<file path="src/rtl/mmc_defs_pkg.sv">
// Shared MMC host definitions: response types, CRC7 polynomial and command FSM state encoding.
// Pure declarations; no logic, no latency, no flow control.
package mmc_defs_pkg;

  localparam logic [1:0] RESP_NONE = 2'd0;
  localparam logic [1:0] RESP_48   = 2'd1;
  localparam logic [1:0] RESP_136  = 2'd2;

  // x^7 + x^3 + 1, implicit x^7 term dropped
  localparam logic [6:0] CRC7_POLY = 7'h09;

  localparam int STATE_W = 3;

  typedef enum logic [STATE_W-1:0] {
    ST_IDLE     = 3'd0,
    ST_CMD      = 3'd1,
    ST_WAIT_CMD = 3'd2,
    ST_ARM      = 3'd3,
    ST_RESP     = 3'd4,
    ST_CHECK    = 3'd5,
    ST_DONE     = 3'd6
  } cmd_state_t;

endpackage

</file>
<file path="src/rtl/mmc_cmd_ctrl_if.sv">
// Command-line PHY bus between the command sequencer and the serialiser/deserialiser pair.
// Pulse-based handshakes only; the PHY side has no backpressure beyond its done/complete pulses.
interface mmc_cmd_ctrl_if;
  logic         ser_start_o;
  logic [47:0]  ser_frame_o;
  logic         ser_done_i;
  logic         des_start_o;
  logic         des_abort_o;
  logic         des_r2_mode_o;
  logic [135:0] des_resp_i;
  logic         des_complete_i;

  modport master (
    output ser_start_o, ser_frame_o, des_start_o, des_abort_o, des_r2_mode_o,
    input  ser_done_i, des_resp_i, des_complete_i
  );

  modport slave (
    input  ser_start_o, ser_frame_o, des_start_o, des_abort_o, des_r2_mode_o,
    output ser_done_i, des_resp_i, des_complete_i
  );
endinterface

</file>
<file path="src/rtl/mmc_crc7.sv">
// Combinational CRC7 (x^7+x^3+1, init 0) over a W-bit vector, MSB first.
// Zero latency, no flow control.
module mmc_crc7
  import mmc_defs_pkg::*;
#(
  parameter int W = 40
) (
  input  logic [W-1:0] data,
  output logic [6:0]   crc
);

  logic fb;

  always_comb begin
    crc = '0;
    fb  = 1'b0;
    for (int i = W - 1; i >= 0; i--) begin
      fb  = data[i] ^ crc[6];
      crc = {crc[5:0], 1'b0} ^ (fb ? CRC7_POLY : 7'h00);
    end
  end

endmodule

</file>
<file path="src/rtl/mmc_cmd_ctrl.sv">
// MMC command-phase sequencer: frame build + CRC7, serialiser start, response arm/timeout/CRC check.
// Start to ser_start is 1 cycle; requests are ignored while busy; abort returns to IDLE next cycle.
module mmc_cmd_ctrl
  import mmc_defs_pkg::*;
#(
  parameter int TIMEOUT = 255
) (
  input  logic           clk_i,
  input  logic           rst_i,
  input  logic           bitclk_i,
  input  logic           cmd_start_i,
  input  logic [5:0]     cmd_index_i,
  input  logic [31:0]    cmd_arg_i,
  input  logic [1:0]     resp_type_i,
  input  logic           crc_en_i,
  input  logic           abort_i,
  output logic           busy_o,
  output logic           done_o,
  output logic           err_timeout_o,
  output logic           err_crc_o,
  output logic [135:0]   resp_o,
  mmc_cmd_ctrl_if.master phy
);

  localparam logic [7:0] TO_LAST = 8'(TIMEOUT - 1);

  cmd_state_t   state_q, state_d;
  logic [47:0]  frame_q;
  logic [1:0]   type_q;
  logic         crc_en_q;
  logic [135:0] resp_q;
  logic [7:0]   cnt_q;
  logic         bitclk_q;
  logic         err_to_q, err_crc_q;

  logic         accept;
  logic         rise;
  logic         to_hit;
  logic         set_to, set_crc;
  logic         des_abort;
  logic [6:0]   frame_crc;
  logic [6:0]   resp_crc;
  logic [1:0]   type_in;

  mmc_crc7 #(.W(40)) u_crc_frame (
    .data ({2'b01, cmd_index_i, cmd_arg_i}),
    .crc  (frame_crc)
  );

  mmc_crc7 #(.W(39)) u_crc_resp (
    .data (resp_q[46:8]),
    .crc  (resp_crc)
  );

  assign accept  = (state_q == ST_IDLE) && cmd_start_i;
  assign rise    = bitclk_i & ~bitclk_q;
  assign to_hit  = rise && (cnt_q == TO_LAST);
  // Reserved type 3 behaves exactly like "no response"
  assign type_in = (resp_type_i == 2'd3) ? RESP_NONE : resp_type_i;

  always_comb begin
    state_d   = state_q;
    set_to    = 1'b0;
    set_crc   = 1'b0;
    des_abort = 1'b0;
    case (state_q)
      ST_IDLE:     if (cmd_start_i) state_d = ST_CMD;
      ST_CMD:      state_d = ST_WAIT_CMD;
      ST_WAIT_CMD: if (phy.ser_done_i) state_d = (type_q == RESP_NONE) ? ST_DONE : ST_ARM;
      ST_ARM:      state_d = ST_RESP;
      ST_RESP: begin
        if (phy.des_complete_i) begin
          state_d = ST_CHECK;
        end else if (to_hit) begin
          state_d   = ST_DONE;
          set_to    = 1'b1;
          des_abort = 1'b1;
        end
      end
      ST_CHECK: begin
        state_d = ST_DONE;
        set_crc = (type_q == RESP_48) && crc_en_q && (resp_crc != resp_q[7:1]);
      end
      ST_DONE:     state_d = ST_IDLE;
      default:     state_d = ST_IDLE;
    endcase
    // Abort overrides every transition and leaves the error flags untouched
    if (abort_i && (state_q != ST_IDLE)) begin
      state_d   = ST_IDLE;
      set_to    = 1'b0;
      set_crc   = 1'b0;
      des_abort = (state_q == ST_ARM) || (state_q == ST_RESP);
    end
  end

  always_ff @(posedge clk_i) begin
    if (rst_i) begin
      state_q   <= ST_IDLE;
      frame_q   <= '0;
      type_q    <= RESP_NONE;
      crc_en_q  <= 1'b0;
      resp_q    <= '0;
      cnt_q     <= '0;
      bitclk_q  <= 1'b0;
      err_to_q  <= 1'b0;
      err_crc_q <= 1'b0;
    end else begin
      state_q  <= state_d;
      bitclk_q <= bitclk_i;
      if (accept) begin
        frame_q   <= {2'b01, cmd_index_i, cmd_arg_i, frame_crc, 1'b1};
        type_q    <= type_in;
        crc_en_q  <= crc_en_i;
        err_to_q  <= 1'b0;
        err_crc_q <= 1'b0;
      end else begin
        if (set_to)  err_to_q  <= 1'b1;
        if (set_crc) err_crc_q <= 1'b1;
      end
      if (state_q == ST_ARM) begin
        cnt_q <= '0;
      end else if ((state_q == ST_RESP) && rise && (cnt_q != 8'hFF)) begin
        cnt_q <= cnt_q + 8'd1;
      end
      if ((state_q == ST_RESP) && phy.des_complete_i && !abort_i) begin
        resp_q <= phy.des_resp_i;
      end
    end
  end

  assign busy_o        = (state_q != ST_IDLE);
  assign done_o        = (state_q == ST_DONE);
  assign err_timeout_o = err_to_q;
  assign err_crc_o     = err_crc_q;
  assign resp_o        = resp_q;

  assign phy.ser_start_o   = (state_q == ST_CMD);
  assign phy.ser_frame_o   = frame_q;
  assign phy.des_start_o   = (state_q == ST_ARM);
  // No abort pulse towards a deserialiser that is being reset alongside us
  assign phy.des_abort_o   = des_abort && !rst_i;
  assign phy.des_r2_mode_o = ((state_q == ST_ARM) || (state_q == ST_RESP)) && (type_q == RESP_136);

endmodule

</file>
<file path="src/flat_wrapper.sv">
// flat-port wrapper written by rule: the top's interface ports become plain ports
module mmc_cmd_ctrl_flat import mmc_defs_pkg::*;
#(
  parameter int TIMEOUT = 255
)
  (clk_i, rst_i, bitclk_i, cmd_start_i, cmd_index_i, cmd_arg_i, resp_type_i, crc_en_i, abort_i, busy_o, done_o, err_timeout_o, err_crc_o, resp_o, phy_ser_start_o, phy_ser_frame_o, phy_des_start_o, phy_des_abort_o, phy_des_r2_mode_o, phy_ser_done_i, phy_des_resp_i, phy_des_complete_i);
  mmc_cmd_ctrl_if phy_i ();
  input  logic clk_i;
  input  logic rst_i;
  input  logic bitclk_i;
  input  logic cmd_start_i;
  input  logic [5:0] cmd_index_i;
  input  logic [31:0] cmd_arg_i;
  input  logic [1:0] resp_type_i;
  input  logic crc_en_i;
  input  logic abort_i;
  output logic busy_o;
  output logic done_o;
  output logic err_timeout_o;
  output logic err_crc_o;
  output logic [135:0] resp_o;
  output wire logic [$bits(phy_i.ser_start_o)-1:0] phy_ser_start_o;
  output wire logic [$bits(phy_i.ser_frame_o)-1:0] phy_ser_frame_o;
  output wire logic [$bits(phy_i.des_start_o)-1:0] phy_des_start_o;
  output wire logic [$bits(phy_i.des_abort_o)-1:0] phy_des_abort_o;
  output wire logic [$bits(phy_i.des_r2_mode_o)-1:0] phy_des_r2_mode_o;
  input wire logic [$bits(phy_i.ser_done_i)-1:0] phy_ser_done_i;
  input wire logic [$bits(phy_i.des_resp_i)-1:0] phy_des_resp_i;
  input wire logic [$bits(phy_i.des_complete_i)-1:0] phy_des_complete_i;
  assign phy_ser_start_o = phy_i.ser_start_o;
  assign phy_ser_frame_o = phy_i.ser_frame_o;
  assign phy_des_start_o = phy_i.des_start_o;
  assign phy_des_abort_o = phy_i.des_abort_o;
  assign phy_des_r2_mode_o = phy_i.des_r2_mode_o;
  assign phy_i.ser_done_i = phy_ser_done_i;
  assign phy_i.des_resp_i = phy_des_resp_i;
  assign phy_i.des_complete_i = phy_des_complete_i;
  mmc_cmd_ctrl #(.TIMEOUT(TIMEOUT)) u_core (.clk_i(clk_i), .rst_i(rst_i), .bitclk_i(bitclk_i), .cmd_start_i(cmd_start_i), .cmd_index_i(cmd_index_i), .cmd_arg_i(cmd_arg_i), .resp_type_i(resp_type_i), .crc_en_i(crc_en_i), .abort_i(abort_i), .busy_o(busy_o), .done_o(done_o), .err_timeout_o(err_timeout_o), .err_crc_o(err_crc_o), .resp_o(resp_o), .phy(phy_i));
endmodule
</file>
<file path="config.mk">
export PLATFORM = sky130hd
export DESIGN_NAME = mmc_cmd_ctrl_flat
export DESIGN_NICKNAME = d
export VERILOG_FILES = /design/src/rtl/mmc_defs_pkg.sv /design/src/rtl/mmc_cmd_ctrl_if.sv /design/src/rtl/mmc_crc7.sv /design/src/rtl/mmc_cmd_ctrl.sv /design/src/flat_wrapper.sv
export SDC_FILE = /design/constraint.sdc
export NUM_CORES = 1
export LEC_CHECK = 0
export CAP_MARGIN = 15
export CELL_PAD_IN_SITES_DETAIL_PLACEMENT = 1
export CELL_PAD_IN_SITES_GLOBAL_PLACEMENT = 1
export CORE_MARGIN = 2
export CORE_UTILIZATION = 28
export DETAILED_ROUTE_END_ITERATION = 8
export PLACE_DENSITY = 0.73
export RECOVER_POWER = 100
export SLEW_MARGIN = 20
export SYNTH_ARGS = -nofsm -noshare
export SYNTH_HDL_FRONTEND = slang
export SYNTH_HIERARCHICAL = 1
export SYNTH_SLANG_ARGS = --single-unit
</file>
<file path="constraint.sdc">
create_clock -name clk_i -period 2.8 [get_ports clk_i]
set_clock_uncertainty 0.1 [all_clocks]
set_input_delay 0.56 -clock clk_i [delete_from_list [all_inputs] [get_ports clk_i]]
set_output_delay 0.56 -clock clk_i [all_outputs]
set_load 0.01 [all_outputs]
</file>
* Yosys cells after proc, flatten, opt, wreduce, memory -nomap -nowiden
Index checks and enable logic that the tools add are counted.
** Storage, ports and cells
- Input bits :: 184
- Register bits after elaboration :: 200
** Cells by class
- Add/subtract/negate cells :: 1
- Reductions and logical operators :: 21
- Multiplexer cells :: 91
- Eq/ne operators :: 15
- Bitwise gates (word level) :: 153
** Operators with widths (count)
- $xor 7x4->7 :: 72
- $mux 4 :: 77
- $xor 1x1->1 :: 70
- $pmux 3 s6 :: 1
- $mux 3 :: 5
- $xor 6x4->6 :: 2
- $logic_and 1x1->1 :: 11
- $eq 3x3->1 const B :: 3
- $add 8x1->8 const B :: 1
- $eq 8x8->1 const B :: 1
- $ne 8x8->1 const B :: 1
- $mux 1 :: 7
- $ne 7x7->1 :: 1
- $eq 3x2->1 const B :: 2
- $reduce_or 2->1 :: 3
- $xor 1x1->1 const B :: 5
- $xor 5x4->5 :: 1
- $eq 2x2->1 const B :: 2
- $ne 2x2->1 const B :: 2
- $eq 3x1->1 const B :: 1
- $logic_not 3->1 :: 1
- $ne 3x2->1 const B :: 1
- $reduce_and 3->1 :: 1
- $reduce_bool 3->1 :: 1
- other kinds (8) :: 9

* Logic depth before layout (Yosys ltp)
- Word-level depth :: 114
- Depth in mapped cells :: 9
- Gate-level depth less buffers :: 8

* By module
The synthesis kept the hierarchy.
** By module, submodules not included
- mmc_cmd_ctrl :: area each 7241.9 um^2, instances 1, sequential area each 3983.8 um^2, cells each 916
- mmc_crc7 (u_core.u_crc_resp) :: area each 930.9 um^2, instances 1, sequential area each 0.0 um^2, cells each 66
- mmc_crc7 (u_core.u_crc_frame) :: area each 855.8 um^2, instances 1, sequential area each 0.0 um^2, cells each 67

* Least setup slack after synthesis
No wires, ideal clock.
- Path kind :: register to register
- Start point :: reg u_core.resp_q[42] (netlist: u_core/resp_o[42])
- End point :: reg u_core.err_crc_q (netlist: u_core/err_crc_o)
- Library setup time :: 0.115 ns
- Cell stages (with the launch flop) :: 10
- Data arrival time :: 2.990 ns
- Period minus slack after synthesis :: 3.204 ns
- Data required time :: 2.585 ns
- Setup slack :: -0.404 ns
- Cell sequence :: dfxtp_1 -> xnor3_2 -> xnor2_4 -> xnor3_1 -> xor3_2 -> xor3_1 -> buf_4 -> xor2_1 -> nor4_1 -> a2111oi_0
** Between the ends
- Elaborated cells between the ends (all ways) :: 91
** RTL lines
- start, declared :: line mmc_cmd_ctrl.sv:31 : logic [135:0] resp_q;
- start signal, assigned :: line mmc_cmd_ctrl.sv:126 : resp_q <= phy.des_resp_i;
- $xor 1x1->1 * :: line mmc_crc7.sv:18 : fb = data[i] ^ crc[6];
- $mux 4 * :: line mmc_crc7.sv:19 : crc = {crc[5:0], 1'b0} ^ (fb ? CRC7_POLY : 7'h00);
- $xor 7x4->7 * (4 in series) :: line mmc_crc7.sv:19
- $xor 1x1->1 or $xor 7x4->7 (tied branches) :: line mmc_crc7.sv:18, mmc_crc7.sv:19
- $mux 4 or $xor 7x4->7 (tied branches) :: line mmc_crc7.sv:19
- $xor 7x4->7 * (4 in series) :: line mmc_crc7.sv:19
- $xor 1x1->1 or $xor 7x4->7 (tied branches) :: line mmc_crc7.sv:18, mmc_crc7.sv:19
- $mux 4 or $xor 7x4->7 (tied branches) :: line mmc_crc7.sv:19
- (+35 left out)
- via u_core.u_crc_resp.fb :: line mmc_crc7.sv:12 : logic fb;
- $mux 4 * :: line mmc_crc7.sv:19
- $xor 7x4->7 * :: line mmc_crc7.sv:19
- via u_core.resp_crc[0] :: line mmc_cmd_ctrl.sv:42 : logic [6:0] resp_crc;
- $ne 7x7->1 * :: line mmc_cmd_ctrl.sv:82 : set_crc = (type_q == RESP_48) && crc_en_q && (resp_crc != resp_q[7:1]);
- $logic_and 1x1->1 * :: line mmc_cmd_ctrl.sv:82
- $mux 1 * :: line mmc_cmd_ctrl.sv:66 : case (state_q)
- $mux 1 * :: line mmc_cmd_ctrl.sv:88 : if (abort_i && (state_q != ST_IDLE)) begin
- end signal, assigned :: line mmc_cmd_ctrl.sv:106 : err_crc_q <= 1'b0;
- end signal, assigned :: line mmc_cmd_ctrl.sv:115 : err_crc_q <= 1'b0;
- end signal, assigned :: line mmc_cmd_ctrl.sv:118 : if (set_crc) err_crc_q <= 1'b1;
- end, declared :: line mmc_cmd_ctrl.sv:34 : logic err_to_q, err_crc_q;
Mark *: on every way through the listed nets, which the timed path passes. The rest lies on a longest branch.
A chain may end at the register's enable or synchronous reset.

* Worst setup path in the final report
- Start point :: reg u_core.resp_q[38] (netlist: u_core/resp_o[38])
- End point :: reg u_core.err_crc_q (netlist: u_core/err_crc_o)
** Between the ends
- Elaborated cells between the ends (all ways) :: 79
** RTL lines (line)
- $xor 1x1->1 * :: mmc_crc7.sv:18
- $mux 4 * :: mmc_crc7.sv:19
- $xor 7x4->7 * (4 in series) :: mmc_crc7.sv:19
- $xor 1x1->1 or $xor 7x4->7 (tied branches) :: mmc_crc7.sv:18, mmc_crc7.sv:19
- $mux 4 or $xor 7x4->7 (tied branches) :: mmc_crc7.sv:19
- $xor 7x4->7 * (4 in series) :: mmc_crc7.sv:19
- $xor 1x1->1 or $xor 7x4->7 (tied branches) :: mmc_crc7.sv:18, mmc_crc7.sv:19
- $mux 4 or $xor 7x4->7 (tied branches) :: mmc_crc7.sv:19
- (+22 left out)
- $xor 1x1->1 or $xor 7x4->7 (tied branches) :: mmc_crc7.sv:18, mmc_crc7.sv:19
- $mux 4 or $xor 7x4->7 (tied branches) :: mmc_crc7.sv:19
- $xor 7x4->7 * (5 in series) :: mmc_crc7.sv:19
- via u_core.resp_crc[4] :: mmc_cmd_ctrl.sv:42
- $ne 7x7->1 * :: mmc_cmd_ctrl.sv:82
- $logic_and 1x1->1 * :: mmc_cmd_ctrl.sv:82
- $mux 1 * :: mmc_cmd_ctrl.sv:66
- $mux 1 * :: mmc_cmd_ctrl.sv:88
Marks and branches as above.

==> metrics.cfg <==
[power]
p_seq_share_pct=38.6
power_uw=7722
power_leakage_uw=0.006013
combPwrFrac_pct=29.7
sw_frac_of_total_pct=29.02
pwr-share-clk_pct=31.7
internal_power_uw=5482
p_per_area_nw_per_um2=537.4
ir_drop_mv=0.4871
power.switching_uw=2241

[timing]
period_minus_slack_ps=2869
setup-violations-final=1
period_share_pct=102.5
whs_ps=243.7
hold_viol=0
relSlewSlack_pct=41.41
fmax_mhz=348.5
worst-slew-pin-transition_ps=878.8
slew_viol_final=0
setup_tns_ps=-69.47
fin_ws_ps=-69.47
rsz0062_at_grt=yes

[placement]
routabilityCongestion=0.8116
port_buffers=374
dp_hpwl_um=25320
post-place-ws_ps=-620.4

[layout]
nets=1641
multiInputGateArea_um2=4888
ff_latch_area_um2=4000
drive_gt1_share_pct=11.65
area_delta_synth_final_pct=59.17
fillers=3610

[die]
die_y_um=183.6
core_area_um2=31640
initial_utilization_pct=28.54
die_area_um2=33700
die_w_um=183.6
pin_count=376
rows=65

[detailed_routing]
vias=8579
totalWireLength_um=33880
drt_iter0_markers=355
drc=0
postRouteAntennaNets=0
vias_per_cell=4.583
drtPass1Iterations=4
wl_per_cell_um=18.10

[setup_path]
critPathMaxFanout=3
crit_slowest_cell=xnor3_2
critPathMostFrequentCell=xnor3_2
worstSetupPathType=flip-flop to flip-flop
arrival_ps=3060
required_ps=2990
start_kind=flip-flop
endpoint_kind=flip-flop
crit_buf_inv=0
path_cells=xnor3_2 -> xnor2_4 -> xor3_1 -> xnor3_2 -> xnor3_1 -> xor2_1 -> nor4_1 -> a2111oi_1
crit_family=XOR/XNOR gates
slowest_delay_ps=510

[cts]
h-tree-depth=4
insertion_delay_ps=440
cts_made_buffers=17
cts.sinks=199
cts_buffer_depth=2
cts_tree=yes
clk_pin_slew_ps=80
clockRootBuffer=clkbuf_16

[global_route]
grt_max_degree=117
grt_pass1_vias=9180
grt_util_all_layers_pct=19.72
overflow=0
antenna_found_initial=2
grt_pass1_wl_um=51380

[synth]
synth_edf_count=0
ys_ff_latch=199
synth_top_area_share_pct=44.12
yosysWarnings=6
synth_cells=1049
synthFlopType=dfxtp_1
synth_area_leader_cell=dfxtp_1
async_flop_share_pct=0
yosysSeqAreaShare_pct=44.12
netlist_top_cells_area=dfxtp_1 44%, nand2_1 15%, a21oi_1 11%
yosys.cell_types.count=47
synth_area_um2=9029
synth_area_per_cell_um2=8.607

[run_status]
failed_checks=setup timing
status=finished, violations left

[worst_hold_path]
hold_class=primary input to flip-flop

[flow_run]
drv_cap=0

==> logic make-up after synthesis <==
group           share of synthesized area, %
simple gates                           18.36
compound gates                         12.26
flops                                  44.12
xor+xnor                               20.59
buf+inv                                4.296
fa+ha+maj                             0.2771
other cells                          0.08318
==> flip-flops by register name (all words and copies together), names as in the netlist <==
name / cells
u_core/bitclk_q: 1
u_core/cnt_q: 8
u_core/crc_en_q: 1
u_core/err_crc_o: 1
u_core/err_timeout_o: 1
u_core/phy.ser_frame_o: 46
u_core/resp_o: 136
u_core/state_q: 3
u_core/type_q: 2
==> cells in the mapped netlist (2+ instances only) <==
library cell,instances
a211oi_1,2
a21oi_1,193
a311oi_1,2
buf_2,16
buf_4,9
buf_6,6
clkbuf_1,40
conb_1,2
dfxtp_1,199
ha_1,2
inv_1,6
nand2_1,369
nand3_1,3
nand3b_1,2
nand4_1,2
nand4b_1,2
nor2_1,16
nor2b_1,2
nor3_1,4
nor3b_1,5
nor4_1,3
o2111ai_1,2
o21ai_0,4
or3_1,3
xnor2_1,62
xnor2_2,5
xnor3_1,24
xnor3_2,3
xnor3_4,4
xor2_1,34
xor3_1,6
xor3_2,2
==> cell type report <==
cell class                 instances  area share (%)
multi-input combinational        777           34.02
clock inverter                    15           1.010
clock buffer                      17           2.960
timing repair buffer             454           30.49
tap                              402           3.500
sequential                       199           27.83
antenna                            2         0.03482
inverter                           6          0.1567
==> metrics by stage <==
stage / cells / util, % / cell area, um^2
6_report: 1872 / 45.43 / 14370
4_1_cts: 1866 / 45.05 / 14250
3_5_place_dp: 1833 / 43.01 / 13610
2_1_floorplan: 1053 / - / 9086
5_1_grt: 1870 / 45.41 / 14370
3_3_place_gp: 1833 / 43.01 / 13610
==> worst paths after layout <==
path                      from  slack [ps]  depth (start not counted)                 to
max reg2reg  u_core/resp_o[38]         -70                          8   u_core/err_crc_o
min reg2reg  u_core/resp_o[55]         350                          2  u_core/resp_o[55]
max          u_core/resp_o[38]         -70                          8   u_core/err_crc_o
min                      rst_i         240                          2  u_core/resp_o[76]
==> repair_timing <==
action	in CTS	in global routing
gates cloned	0	0
endpoints found under the setup margin	10	8
pin swaps	12	23
hold buffers	0	0
setup buffers	1	4
resized for setup	17	31
==> layer usage <==
| layer | vias up | routed length [um] | global-route usage, % |
|---|---|---|---|
| met5 | - | 12 | 0 |
| met4 | 2 | 686 | 5.856 |
| met3 | 36 | 3216 | 8.399 |
| met2 | 264 | 17000 | 34.85 |
| met1 | 4058 | 12970 | 21.38 |
| li1 | 4219 | - | - |
==> power groups by stage <==
stage | clock network [uW] | registers, uW | logic [uW]
after floorplan | 0 | 3060 | 1400
after global placement | 0 | 3050 | 2130
after CTS | 2540 | 2990 | 2230
after global routing | 2650 | 2990 | 2480
final | 2450 | 2980 | 2290
after detailed placement | 0 | 3050 | 2150
==> layout by cell type, fill, tap and decap left out, drive strengths merged, types with 3 or more instances in the layout <==
cell type	instances
dfxtp	199
buf	74
o21ai	4
xor3	8
dlymetal6s2s	7
or3	3
dlygate4sd3	185
clkinvlp	3
inv	11
a21oi	193
clkbuf	24
nor2	16
xnor2	68
nor4	3
conb	6
xor2	34
nor3	4
clkinv	6
xnor3	31
nand2	369
clkdlybuf4s50	179
nor3b	5
nand3	3
(Power assumes the default switching activity.)
==> edit (same flow settings) <==
Compare `cnt_q` against `TO_LAST` with >= in place of ==.
--- a/src/rtl/mmc_cmd_ctrl.sv
+++ b/src/rtl/mmc_cmd_ctrl.sv
@@ -54,7 +54,7 @@
 
   assign accept  = (state_q == ST_IDLE) && cmd_start_i;
   assign rise    = bitclk_i & ~bitclk_q;
-  assign to_hit  = rise && (cnt_q == TO_LAST);
+  assign to_hit  = rise && (cnt_q >= TO_LAST);
   // Reserved type 3 behaves exactly like "no response"
   assign type_in = (resp_type_i == 2'd3) ? RESP_NONE : resp_type_i;
 
Check against the original RTL: no difference found for any inputs over 4 cycles, from zero or initial values and one cycle with rst_i high; that may be too few to reach the edited logic, so the function may still have changed.
==> edit against the original RTL <==
The run still ends with negative setup slack left. Global-route usage decreased by 0.23 points. Via count decreased by 0.14%. Wire length decreased by 2.4%. Total power increased by 2.5%. Combinational power increased by 2%. Final area increased by 1.2%. Setup slack got worse by 0.041 ns. Sequential cell count unchanged. Core utilization increased by 0.44 points. Synthesized area increased by 0.18%.
==> edit: results (changes against the original RTL) <==
violations: "negative setup slack"  # unchanged
ys_top_cells_by_area: "sky130_fd_sc_hd__dfxtp_1 44%, sky130_fd_sc_hd__nand2_1 15%, sky130_fd_sc_hd__a21oi_1 11%"  # unchanged
grt_first_pass_wirelength_um: 51000  # was 51400 um
worst_hold_slack_ns: 0.299  # was 0.244 ns
power.static_leakage_nw: 5.50  # was 6.01 nW
syn-mean-instance-area_um2: 8.64  # was 8.61 um^2
cts.repair.resized: 25  # was 17
largest_net_degree_at_the_start_of_global_routing: 143  # was 117
critical_path.max_stage_delay_ns: 0.48  # was 0.51 ns
dp_cells: 1827  # was 1833
post_cts_buffers: 5  # was 1
nMultiInputCombCells: 778  # was 777
multi_input_area_share_pct: 34.2  # was 34.0%
worstHoldPathCells: 3  # was 2
fraction_of_final_layout_cells_with_drive_strength_greater_than_1_pct: 12.1  # was 11.6%
met3RoutedLength_um: 2780  # was 3220 um
run_status: "complete, but fails checks"  # unchanged
p_per_area_mw_per_mm2: 544  # was 537 mW/mm^2
setup_ws_ns: -0.111  # was -0.0695 ns
setup_viol_count_final: 1  # unchanged
final_cells: 1870  # was 1872
layout.non_clock_inverters: 5  # was 6
cpMaxStageDelayCell: "sky130_fd_sc_hd__xnor3_1"  # was sky130_fd_sc_hd__xnor3_2
grt_total_usage_pct: 19.5  # was 19.7%
power.share.switching_pct: 27.3  # was 29.0%
setup_total_negative_slack_ns: -0.111  # was -0.0695 ns
clock_buffer_count: 21  # was 17
edit: changes by cell type in the layout (fill, tap and decap cells not counted), moves of 4 or more:
cell,unedited run,this run
sky130_fd_sc_hd__dlygate4sd3_1,185,0
sky130_fd_sc_hd__clkdlybuf4s50_1,179,362
sky130_fd_sc_hd__inv_6,5,0
sky130_fd_sc_hd__buf_12,2,6
sky130_fd_sc_hd__nor2_1,16,12
sky130_fd_sc_hd__o21ai_0,4,0
edit: cells by family (layout without fill, tap and decap cells):
kind of cell,Yosys count,count (layout),synth area share [%]
and+or+nand+nor,420,420,18.7
AOI/OAI and AO/OA,206,206,12.3
DFF,199,199,44.0
xor gates and xnor gates,144,144,20.8
buffers and inverters,74,489,3.80
adders and majority gates,2,2,0.277
other,2,8,0.0830
edit: routing by layer:
metal | vias up | track usage, %
met5 | - | 0
met4 | 2 | 5.76
met3 | 32 | 7.35
met2 | 262 | 34.1
met1 | 4068 | 22.0
li1 | 4203 | -
